[src/rtl/alarm_scheduler.sv]
// Alarm scheduler with APB register interface.
// Four BCD alarm slots are compared against the current time on every minute tick. A match
// starts ringing; the user can stop or snooze, and an unanswered alarm times out and is
// flagged as missed. A match while already busy is flagged as overlap.
//
// Ports:
//   pclk_i, presetn_i          clock, asynchronous active-low reset
//   paddr_i .. pslverr_o       APB slave (zero wait states, 0x00..0x18)
//   time_now_i                 current BCD time {hourdec, hourone, mindec, minone}
//   minute_tick_i              one-cycle pulse per minute change
//   stop_btn_i, snooze_btn_i   pre-synchronized one-cycle button pulses
//   ring_o                     buzzer enable (only while ringing)
//   irq_o                      ring_o | missed | overlap
module alarm_scheduler (
  input  logic        pclk_i,
  input  logic        presetn_i,
  input  logic [31:0] paddr_i,
  input  logic        psel_i,
  input  logic        penable_i,
  input  logic        pwrite_i,
  input  logic [31:0] pwdata_i,
  input  logic [3:0]  pstrb_i,
  output logic        pready_o,
  output logic [31:0] prdata_o,
  output logic        pslverr_o,
  input  logic [15:0] time_now_i,
  input  logic        minute_tick_i,
  input  logic        stop_btn_i,
  input  logic        snooze_btn_i,
  output logic        ring_o,
  output logic        irq_o
);

  typedef enum logic [1:0] {
    StIdle    = 2'd0,
    StRinging = 2'd1,
    StSnooze  = 2'd2
  } state_e;

  state_e            state_q;
  logic [3:0][16:0]  alarm_q;
  logic [5:0]        snooze_min_q;
  logic [5:0]        timeout_min_q;
  logic [5:0]        cnt_q;
  logic [1:0]        slot_q;
  logic              ring_q;
  logic              missed_q;
  logic              overlap_q;

  // APB decode
  logic       access;
  logic       addr_err;
  logic       wr;
  logic [2:0] reg_idx;
  logic       cmd_wr;
  logic       status_wr;

  assign access    = psel_i & penable_i;
  assign addr_err  = (paddr_i > 32'h18) | (paddr_i[1:0] != 2'b00);
  assign wr        = access & pwrite_i & ~addr_err;
  assign reg_idx   = paddr_i[4:2];
  assign cmd_wr    = wr & (reg_idx == 3'd5) & pstrb_i[0];
  assign status_wr = wr & (reg_idx == 3'd6) & pstrb_i[0];
  assign pready_o  = access;
  assign pslverr_o = access & addr_err;

  // Configuration registers
  always_ff @(posedge pclk_i or negedge presetn_i) begin
    if (!presetn_i) begin
      alarm_q       <= '0;
      snooze_min_q  <= 6'd5;
      timeout_min_q <= 6'd10;
    end else if (wr) begin
      if (reg_idx < 3'd4) begin
        if (pstrb_i[0]) alarm_q[reg_idx[1:0]][7:0]  <= pwdata_i[7:0];
        if (pstrb_i[1]) alarm_q[reg_idx[1:0]][15:8] <= pwdata_i[15:8];
        if (pstrb_i[2]) alarm_q[reg_idx[1:0]][16]   <= pwdata_i[16];
      end else if (reg_idx == 3'd4) begin
        if (pstrb_i[0]) snooze_min_q  <= pwdata_i[5:0];
        if (pstrb_i[1]) timeout_min_q <= pwdata_i[13:8];
      end
    end
  end

  // Slot match: scan high to low so the lowest matching index wins
  logic       hit;
  logic [1:0] hit_slot;
  logic       match;

  always_comb begin
    hit      = 1'b0;
    hit_slot = 2'd0;
    for (int i = 3; i >= 0; i--) begin
      if (alarm_q[i][16] && (alarm_q[i][15:0] == time_now_i)) begin
        hit      = 1'b1;
        hit_slot = 2'(i);
      end
    end
  end

  assign match = hit & minute_tick_i;

  // Events, resolved with priority stop > snooze > tick
  logic stop_ev;
  logic snooze_ev;
  logic snooze_go;
  logic timeout_ev;
  logic overlap_ev;

  assign stop_ev    = stop_btn_i | (cmd_wr & pwdata_i[0]);
  assign snooze_ev  = snooze_btn_i | (cmd_wr & pwdata_i[1]);
  assign snooze_go  = snooze_ev & (snooze_min_q != 6'd0);
  // A counter loaded with zero means the timeout is disabled for this ring
  assign timeout_ev = (state_q == StRinging) & ~stop_ev & ~snooze_go & minute_tick_i &
                      (cnt_q == 6'd1);
  assign overlap_ev = match & (state_q != StIdle);

  always_ff @(posedge pclk_i or negedge presetn_i) begin
    if (!presetn_i) begin
      state_q <= StIdle;
      ring_q  <= 1'b0;
      cnt_q   <= '0;
      slot_q  <= '0;
    end else begin
      unique case (state_q)
        StIdle: begin
          if (match) begin
            state_q <= StRinging;
            ring_q  <= 1'b1;
            slot_q  <= hit_slot;
            cnt_q   <= timeout_min_q;
          end
        end
        StRinging: begin
          if (stop_ev) begin
            state_q <= StIdle;
            ring_q  <= 1'b0;
          end else if (snooze_go) begin
            state_q <= StSnooze;
            ring_q  <= 1'b0;
            cnt_q   <= snooze_min_q;
          end else if (minute_tick_i && (cnt_q != 6'd0)) begin
            if (cnt_q == 6'd1) begin
              state_q <= StIdle;
              ring_q  <= 1'b0;
            end
            cnt_q <= cnt_q - 6'd1;
          end
        end
        StSnooze: begin
          if (stop_ev) begin
            state_q <= StIdle;
            ring_q  <= 1'b0;
          end else if (minute_tick_i) begin
            if (cnt_q == 6'd1) begin
              state_q <= StRinging;
              ring_q  <= 1'b1;
              cnt_q   <= timeout_min_q;
            end else begin
              cnt_q <= cnt_q - 6'd1;
            end
          end
        end
        default: begin
          state_q <= StIdle;
          ring_q  <= 1'b0;
        end
      endcase
    end
  end

  // Sticky flags: a set event in the same cycle as a W1C wins
  always_ff @(posedge pclk_i or negedge presetn_i) begin
    if (!presetn_i) begin
      missed_q  <= 1'b0;
      overlap_q <= 1'b0;
    end else begin
      missed_q  <= timeout_ev | (missed_q & ~(status_wr & pwdata_i[4]));
      overlap_q <= overlap_ev | (overlap_q & ~(status_wr & pwdata_i[5]));
    end
  end

  // Read mux
  logic [31:0] rdata;

  always_comb begin
    rdata = '0;
    unique case (reg_idx)
      3'd0, 3'd1, 3'd2, 3'd3: rdata = {15'd0, alarm_q[reg_idx[1:0]]};
      3'd4:                   rdata = {18'd0, timeout_min_q, 2'd0, snooze_min_q};
      3'd6:                   rdata = {26'd0, overlap_q, missed_q, slot_q, state_q};
      default:                rdata = '0;
    endcase
  end

  assign prdata_o = (access & ~addr_err) ? rdata : 32'd0;
  assign ring_o   = ring_q;
  assign irq_o    = ring_q | missed_q | overlap_q;

endmodule

[config.mk]
export PLATFORM = sky130hd
export DESIGN_NAME = alarm_scheduler
export DESIGN_NICKNAME = d
export VERILOG_FILES = /design/src/rtl/alarm_scheduler.sv
export SDC_FILE = /design/constraint.sdc
export NUM_CORES = 1
export LEC_CHECK = 0
export ABC_CLOCK_PERIOD_IN_PS = 4240
export CAP_MARGIN = 15
export CORE_MARGIN = 2
export CORE_UTILIZATION = 30
export CTS_BUF_LIST = sky130_fd_sc_hd__clkbuf_2 sky130_fd_sc_hd__clkbuf_4 sky130_fd_sc_hd__clkbuf_8
export CTS_CLUSTER_DIAMETER = 60
export DETAILED_ROUTE_END_ITERATION = 8
export SLEW_MARGIN = 20
export SYNTH_ARGS = -nofsm -noshare
export SYNTH_HDL_FRONTEND = slang
export SYNTH_SLANG_ARGS = --single-unit
[constraint.sdc]
create_clock -name pclk_i -period 4.24 [get_ports pclk_i]
set_input_delay 0.848 -clock pclk_i [delete_from_list [all_inputs] [get_ports pclk_i]]
set_output_delay 0.848 -clock pclk_i [all_outputs]
set_load 0.005 [all_outputs]
==> results of run 1 <==
synth_stat cells, types with 3 or more instances:
cell / count / area share, %
a21o_1: 9 / 1.1
a21oi_1: 11 / 0.93
a22o_1: 3 / 0.45
a22oi_1: 13 / 1.7
a31oi_1: 3 / 0.32
and3_1: 6 / 0.64
buf_2: 8 / 0.68
buf_4: 17 / 2.2
clkbuf_1: 10 / 0.64
dfrtp_1: 89 / 38
dfstp_2: 4 / 1.8
ha_1: 6 / 1.3
inv_1: 12 / 0.76
mux2_1: 4 / 0.76
mux2_2: 89 / 17
mux4_2: 17 / 6.5
nand2_1: 19 / 1.2
nand2b_1: 5 / 0.53
nand3_1: 9 / 0.76
nand4_1: 16 / 1.7
nor2_1: 24 / 1.5
nor2_2: 7 / 0.74
nor3_1: 10 / 0.85
nor3_4: 3 / 0.83
nor4_1: 12 / 1.3
o21ai_0: 9 / 0.76
xnor2_1: 50 / 7.4
xor2_1: 18 / 2.7
stage by stage:
| step | hold slack (ns) | util [%] | cells | instance area, sq um |
|---|---|---|---|---|
| finish | 0.535 | 37.4 | 879 | 7260 |
| detailed placement | 0.510 | 36.6 | 863 | 7100 |
| floorplan | 0.457 | - | 529 | 5950 |
| global route | 0.543 | 37.4 | 879 | 7260 |
| global placement | 0.508 | 36.6 | 863 | 7100 |
| CTS | 0.532 | 37.4 | 879 | 7260 |
registers in the layout, summed over array words and instances (netlist names):
| register | flops |
|---|---|
| alarm_q | 68 |
| cnt_q | 6 |
| missed_q | 1 |
| overlap_q | 1 |
| ring_o | 1 |
| slot_q | 2 |
| snooze_min_q | 6 |
| state_q | 2 |
| timeout_min_q | 6 |
cells by family after synthesis:
group,synth area share [%]
compound gates,8.25
simple gates,11.9
flops,39.5
other cells,0.0635
buf+inv,4.30
mux,24.6
fa+ha+maj,1.27
xor+xnor,10.1
cell type report:
cell class | instances | area [sq um]
Fill cell | 1936 | 12100
Clock buffer | 9 | 124
Timing Repair Buffer | 105 | 1020
Inverter | 12 | 45.0
Clock inverter | 7 | 42.5
Multi-Input combinational cell | 388 | 3370
Tap cell | 265 | 332
Sequential cell | 93 | 2330
cells in the final DEF, fill, tap and decap left out, types with 10 or more instances in the layout:
cell	instances
mux4_2	17
dfrtp_1	89
nand2_1	19
xor2_1	18
nor2_1	24
mux2_2	89
inv_1	12
nand4_1	16
conb_1	15
a21oi_1	11
buf_4	10
clkdlybuf4s50_1	94
nor4_1	12
nor3_1	10
a22oi_1	13
xnor2_1	50
routing by layer:
metal  vias up  part of all wire (%)  track usage, %
met5         -                     0               0
met4         0                   3.1            7.92
met3        33                   5.3            2.68
met2       150                    49            29.8
met1      2260                    43            22.1
li1       2040                     -               -
power by group through the flow:
| stage | Clock, W | Sequential [W] | Combinational, W |
|---|---|---|---|
| final | 0.000540 | 0.000903 | 0.000283 |
| after global routing | 0.000595 | 0.000905 | 0.000306 |
| after CTS | 0.000560 | 0.000904 | 0.000286 |
| after detailed placement | 0 | 0.000921 | 0.000284 |
| after global placement | 0 | 0.000921 | 0.000280 |
| after floorplan | 0 | 0.000920 | 0.000136 |
worst max-delay path: stages:
cell	delay, ns
clkdlybuf4s50_1	0.41
nor4_1	0.38
o211a_4	0.27
nand2_1	0.10
nor3_4	0.33
and3_1	0.24
clkdlybuf4s50_1	0.50
final timing paths:
path                             start               end  slack [ns]  cells after the start
min in group asynchronous    presetn_i        state_q[0]        0.56                      1
max in group asynchronous    presetn_i  timeout_min_q[1]        2.74                      2
hold reg to reg              slot_q[0]         slot_q[0]        0.53                      1
hold / removal               slot_q[0]         slot_q[0]        0.53                      1
setup / recovery           paddr_i[15]       prdata_o[7]        0.29                      7
setup reg to reg           alarm_q[17]        state_q[0]        1.68                      7
==> impl_metrics.tcl, run 1 <==
set metrics [dict create \
    status "complete, no violations" \
    routed_wl_mm 17.6 \
    cts_buffers 9 \
    synth_edf_count 0 \
    clk_pin_slew_ns 0.09 \
    drc 0 \
    fp.dieArea_sq_um 20800 \
    num_vias 4483 \
    start_kind "primary input" \
    ir_drop_v 0.000127 \
    antenna_found_initial 0 \
    hold_buffers 0 \
    power.share.clock_pct 31.3 \
    seq_power_share_pct 52.3 \
    cts_tree "built" \
    fin_crit_sh_pct 93.1 \
    cts_buffer_depth 2 \
    async_flop_share_pct 100 \
    grt_usage_pct 17.5 \
    cts_setup_buffers 0 \
    arrival_ns 3.10 \
    drive_above_1_share_pct 25.4 \
    postRouteAntennaNets 0 \
    hpwl_mm 13.6 \
    ys_seq_area_share_pct 39.5 \
    n_antenna_cell 0 \
    dp_slack_ns 0.293 \
    tightest_slew_ns 0.893 \
    drv_slew 0 \
    powerDensity_nw_per_um2 238 \
    grt_max_degree 70 \
    syn_area_sq_um 5900 \
    nNetsFinal 707 \
    synth_cell_type_count 53 \
    drt_iter0_drc 254 \
    rsz0062_at_grt "false" \
    syn2layout_area_growth_pct 23.1 \
    wl_per_cell_um 20.1 \
    maxCapViolations 0 \
    cts_sinks 93 \
    overflow 0 \
    synth_area_per_cell_sq_um 11.5 \
    first_pass_iters 5 \
    hp-class "reg -> reg" \
    clock_skew_ns 0.00898 \
    synth_flop_cell "dfrtp_1" \
    place_congestion 0.877 \
    hold_viol_final 0 \
    swShare_pct 28.3 \
    slew_headroom_pct 40.5 \
    postSynthCellCount 515 \
    worst_slack_ns 0.294 \
    cts-root-buf "clkbuf_8" \
    p_int_w 0.00124 \
    ctsResizeCount 0 \
    finalSetupTns_ns 0 \
    crit_type "in -> out" \
    core_sq_um 19400 \
    grt_pass1_vias 4807 \
    worstSkewPairLatency_ns 0.39 \
    setup_viol 0 \
    yosys_warnings 0 \
    required_ns 3.39 \
    total_power_w 0.00173 \
    synth.ff_latch_count 93 \
    row_count 51 \
    htree_levels 3 \
    initial_core_util_pct 30.4 \
    path_max_fanout 6 \
    leakagePower_nw 3.12 \
    die_h_um 144 \
    grt_pass1_wl_mm 27.1 \
    p_comb_share_pct 16.4 \
    p_sw_w 0.000489 \
    fp.dieW_um 144 \
    layout_min_cycle_time_ns 3.95 \
    viasPerCell 5.10 \
    fmax_ghz 0.253 \
    io_pins 128 \
    io_buffers 96 \
    end_kind "output pin" \
]
No activity file was read; power rests on OpenSTA's default activity.
==> run 2, diff against run 1 <==
- SETUP_SLACK_MARGIN: default -> 0.4
==> run 2 against run 1 <==
Compared with the run above: power increased by 0.20%; global-route usage barely moved; non-clock buffer count grew 6; utilization up 0.60 points; final cell count is 0.68% higher; clock skew is essentially flat; critical path type unchanged; hold slack improved by 0.0044 ns; largest cell class unchanged; maximum frequency is 4.8% higher; final area is 1.6% higher; register-to-register slack barely moved; routed wire length grew 0.24%; die area unchanged.
==> impl_metrics.tcl, run 2 (synthesis results as in run 1) <==
set metrics [dict create \
    drc 0 \
    rr_worst_depth 7 \
    total_power_w 0.00173 \
    hold_buffers 0 \
    antenna_found_initial 0 \
    place_congestion 0.877 \
    fp.dieArea_sq_um 20800 \
    worstSkewPairLatency_ns 0.38 \
    layout_commonest_cell "clkdlybuf4s50_1" \
    largest_register_ffs 68 \
    setup_viol 0 \
    crit_start "paddr_i[8]" \
    maxCapViolations 0 \
    path_common_cell "clkdlybuf4s50_1" \
    ir_drop_v 0.000125 \
    seq_power_share_pct 52.2 \
    grt_pass1_vias 4847 \
    crit_type "in -> out" \
    first_pass_iters 5 \
    hp-class "reg -> reg" \
    cts_buffers 9 \
    swShare_pct 28.4 \
    syn2layout_area_growth_pct 25.1 \
    finalSetupTns_ns 0 \
    routed_wl_mm 17.7 \
    power.share.clock_pct 31.1 \
    p_int_w 0.00124 \
    p_sw_w 0.000491 \
    row_count 51 \
    grt_pass1_wl_mm 27.1 \
    r2r_start "cnt_q[4]" \
    powerDensity_nw_per_um2 234 \
    viasPerCell 5.11 \
    dp_cells 863 \
    core_sq_um 19400 \
    top_register "alarm_q" \
    htree_levels 3 \
    final_cell_mix "92 x clkdlybuf4s50_1, 89 x mux2_2, 89 x dfrtp_1" \
    overflow 0 \
    status "complete, no violations" \
    required_ns 3.39 \
    tightest_slew_ns 0.884 \
    crit_end "prdata_o[14]" \
    clock_skew_ns 0.00897 \
    fin_util_pct 38.0 \
    hold_slack_ns 0.539 \
    drt_iter0_drc 327 \
    path_max_fanout 6 \
    io_buffers 96 \
    start_kind "primary input" \
    clk_pin_slew_ns 0.10 \
    stdcell_count 885 \
    io_pins 128 \
    die_h_um 144 \
    end_kind "output pin" \
    cts_sinks 93 \
    hpwl_mm 13.6 \
    cts_tree "built" \
    crit_chain "clkdlybuf4s50_1, nor4_4, o211a_4, nand2_1, nor3_4, buf_12, and3_1, clkdlybuf4s50_1" \
    drv_slew 0 \
    fmax_ghz 0.266 \
    layout_min_cycle_time_ns 3.76 \
    slew_headroom_pct 41.1 \
    n_antenna_cell 0 \
    fp.dieW_um 144 \
    cts-root-buf "clkbuf_8" \
    leakagePower_nw 3.19 \
    grt_max_degree 70 \
    drive_above_1_share_pct 26.9 \
    initial_core_util_pct 30.4 \
    nFillCells 1922 \
    cts_buffer_depth 2 \
    hold_viol_final 0 \
    worst_r2r_endpoint "state_q[0]" \
    arrival_ns 2.92 \
    p_comb_share_pct 16.6 \
    postRouteAntennaNets 0 \
    grt_usage_pct 17.6 \
    nNetsFinal 713 \
    slowest_delay_ns 0.50 \
    cp_slowest_cell "clkdlybuf4s50_1" \
    rsz0062_at_grt "false" \
    num_vias 4520 \
    fin_crit_sh_pct 88.8 \
    reg2reg_slack_ns 1.67 \
    wl_per_cell_um 20.0 \
]
[run 2: cell count changes in the layout (fill, tap and decap cells not counted), sizes merged]
cell / change
buf: +6
clkdlybuf4s50: -2
dlygate4sd2: +1
dlymetal6s2s: +1
[run 2: stage by stage]
stage | setup WS (ns) | area (sq um)
after floorplan | 1.25 | 5950
after global placement | 0.326 | 7100
after detailed placement | 0.293 | 7100
after CTS | 0.409 | 7330
after global routing | 0.378 | 7380
final | 0.475 | 7380
[run 2: worst max-delay path, delay by kind of cell]
family | cells | cell delay, ns
buf+inv | 3 | 1.10
compound gates | 1 | 0.23
simple gates | 4 | 0.73
[run 2: worst min-delay path by stage]
stage,startpoint,endpoint,slack (ns),cells after the start
2_1_floorplan,overlap_q,overlap_q,0.46,2
3_3_place_gp,slot_q[0],slot_q[0],0.51,1
3_5_place_dp,slot_q[0],slot_q[0],0.51,1
4_1_cts,slot_q[0],slot_q[0],0.53,1
5_1_grt,slot_q[0],slot_q[0],0.54,1
6_report,slot_q[0],slot_q[0],0.54,1
[run 2: power by group through the flow]
stage	combinational, W	sequential (W)	clock, W
after floorplan	0.000136	0.000920	0
after global placement	0.000280	0.000921	0
after detailed placement	0.000284	0.000921	0
after CTS	0.000286	0.000904	0.000560
after global routing	0.000310	0.000905	0.000595
final	0.000288	0.000903	0.000539
[run 2: layout make-up]
cell class	count	area [sq um]	share of cell area (%)
clock inverters	7	42.5	0.576
inverters	12	45.0	0.610
flip-flops and latches	93	2330	31.6
repair buffers	111	1100	14.8
well taps	265	332	4.49
multi-input cells	388	3410	46.2
clock buffers	9	124	1.68
[run 2: timing repair]
action	CTS	global route
setup endpoints to repair	17	17
pin swaps	4	4
resized for setup	3	7
buffers inserted	4	2
[run 2: routing by layer]
metal	global-route usage, %	vias up	wire length, um
met3	2.38	34	788
met2	29.9	145	8680
met4	7.92	0	565
met5	0	-	0
li1	-	2049	-
met1	22.3	2292	7640
==> run 3, diff against run 2 <==
- CTS_CLUSTER_DIAMETER: 60 -> 30
==> results of run 3 <==
The final DEF is identical to that of run 2; final timing and power are the same.
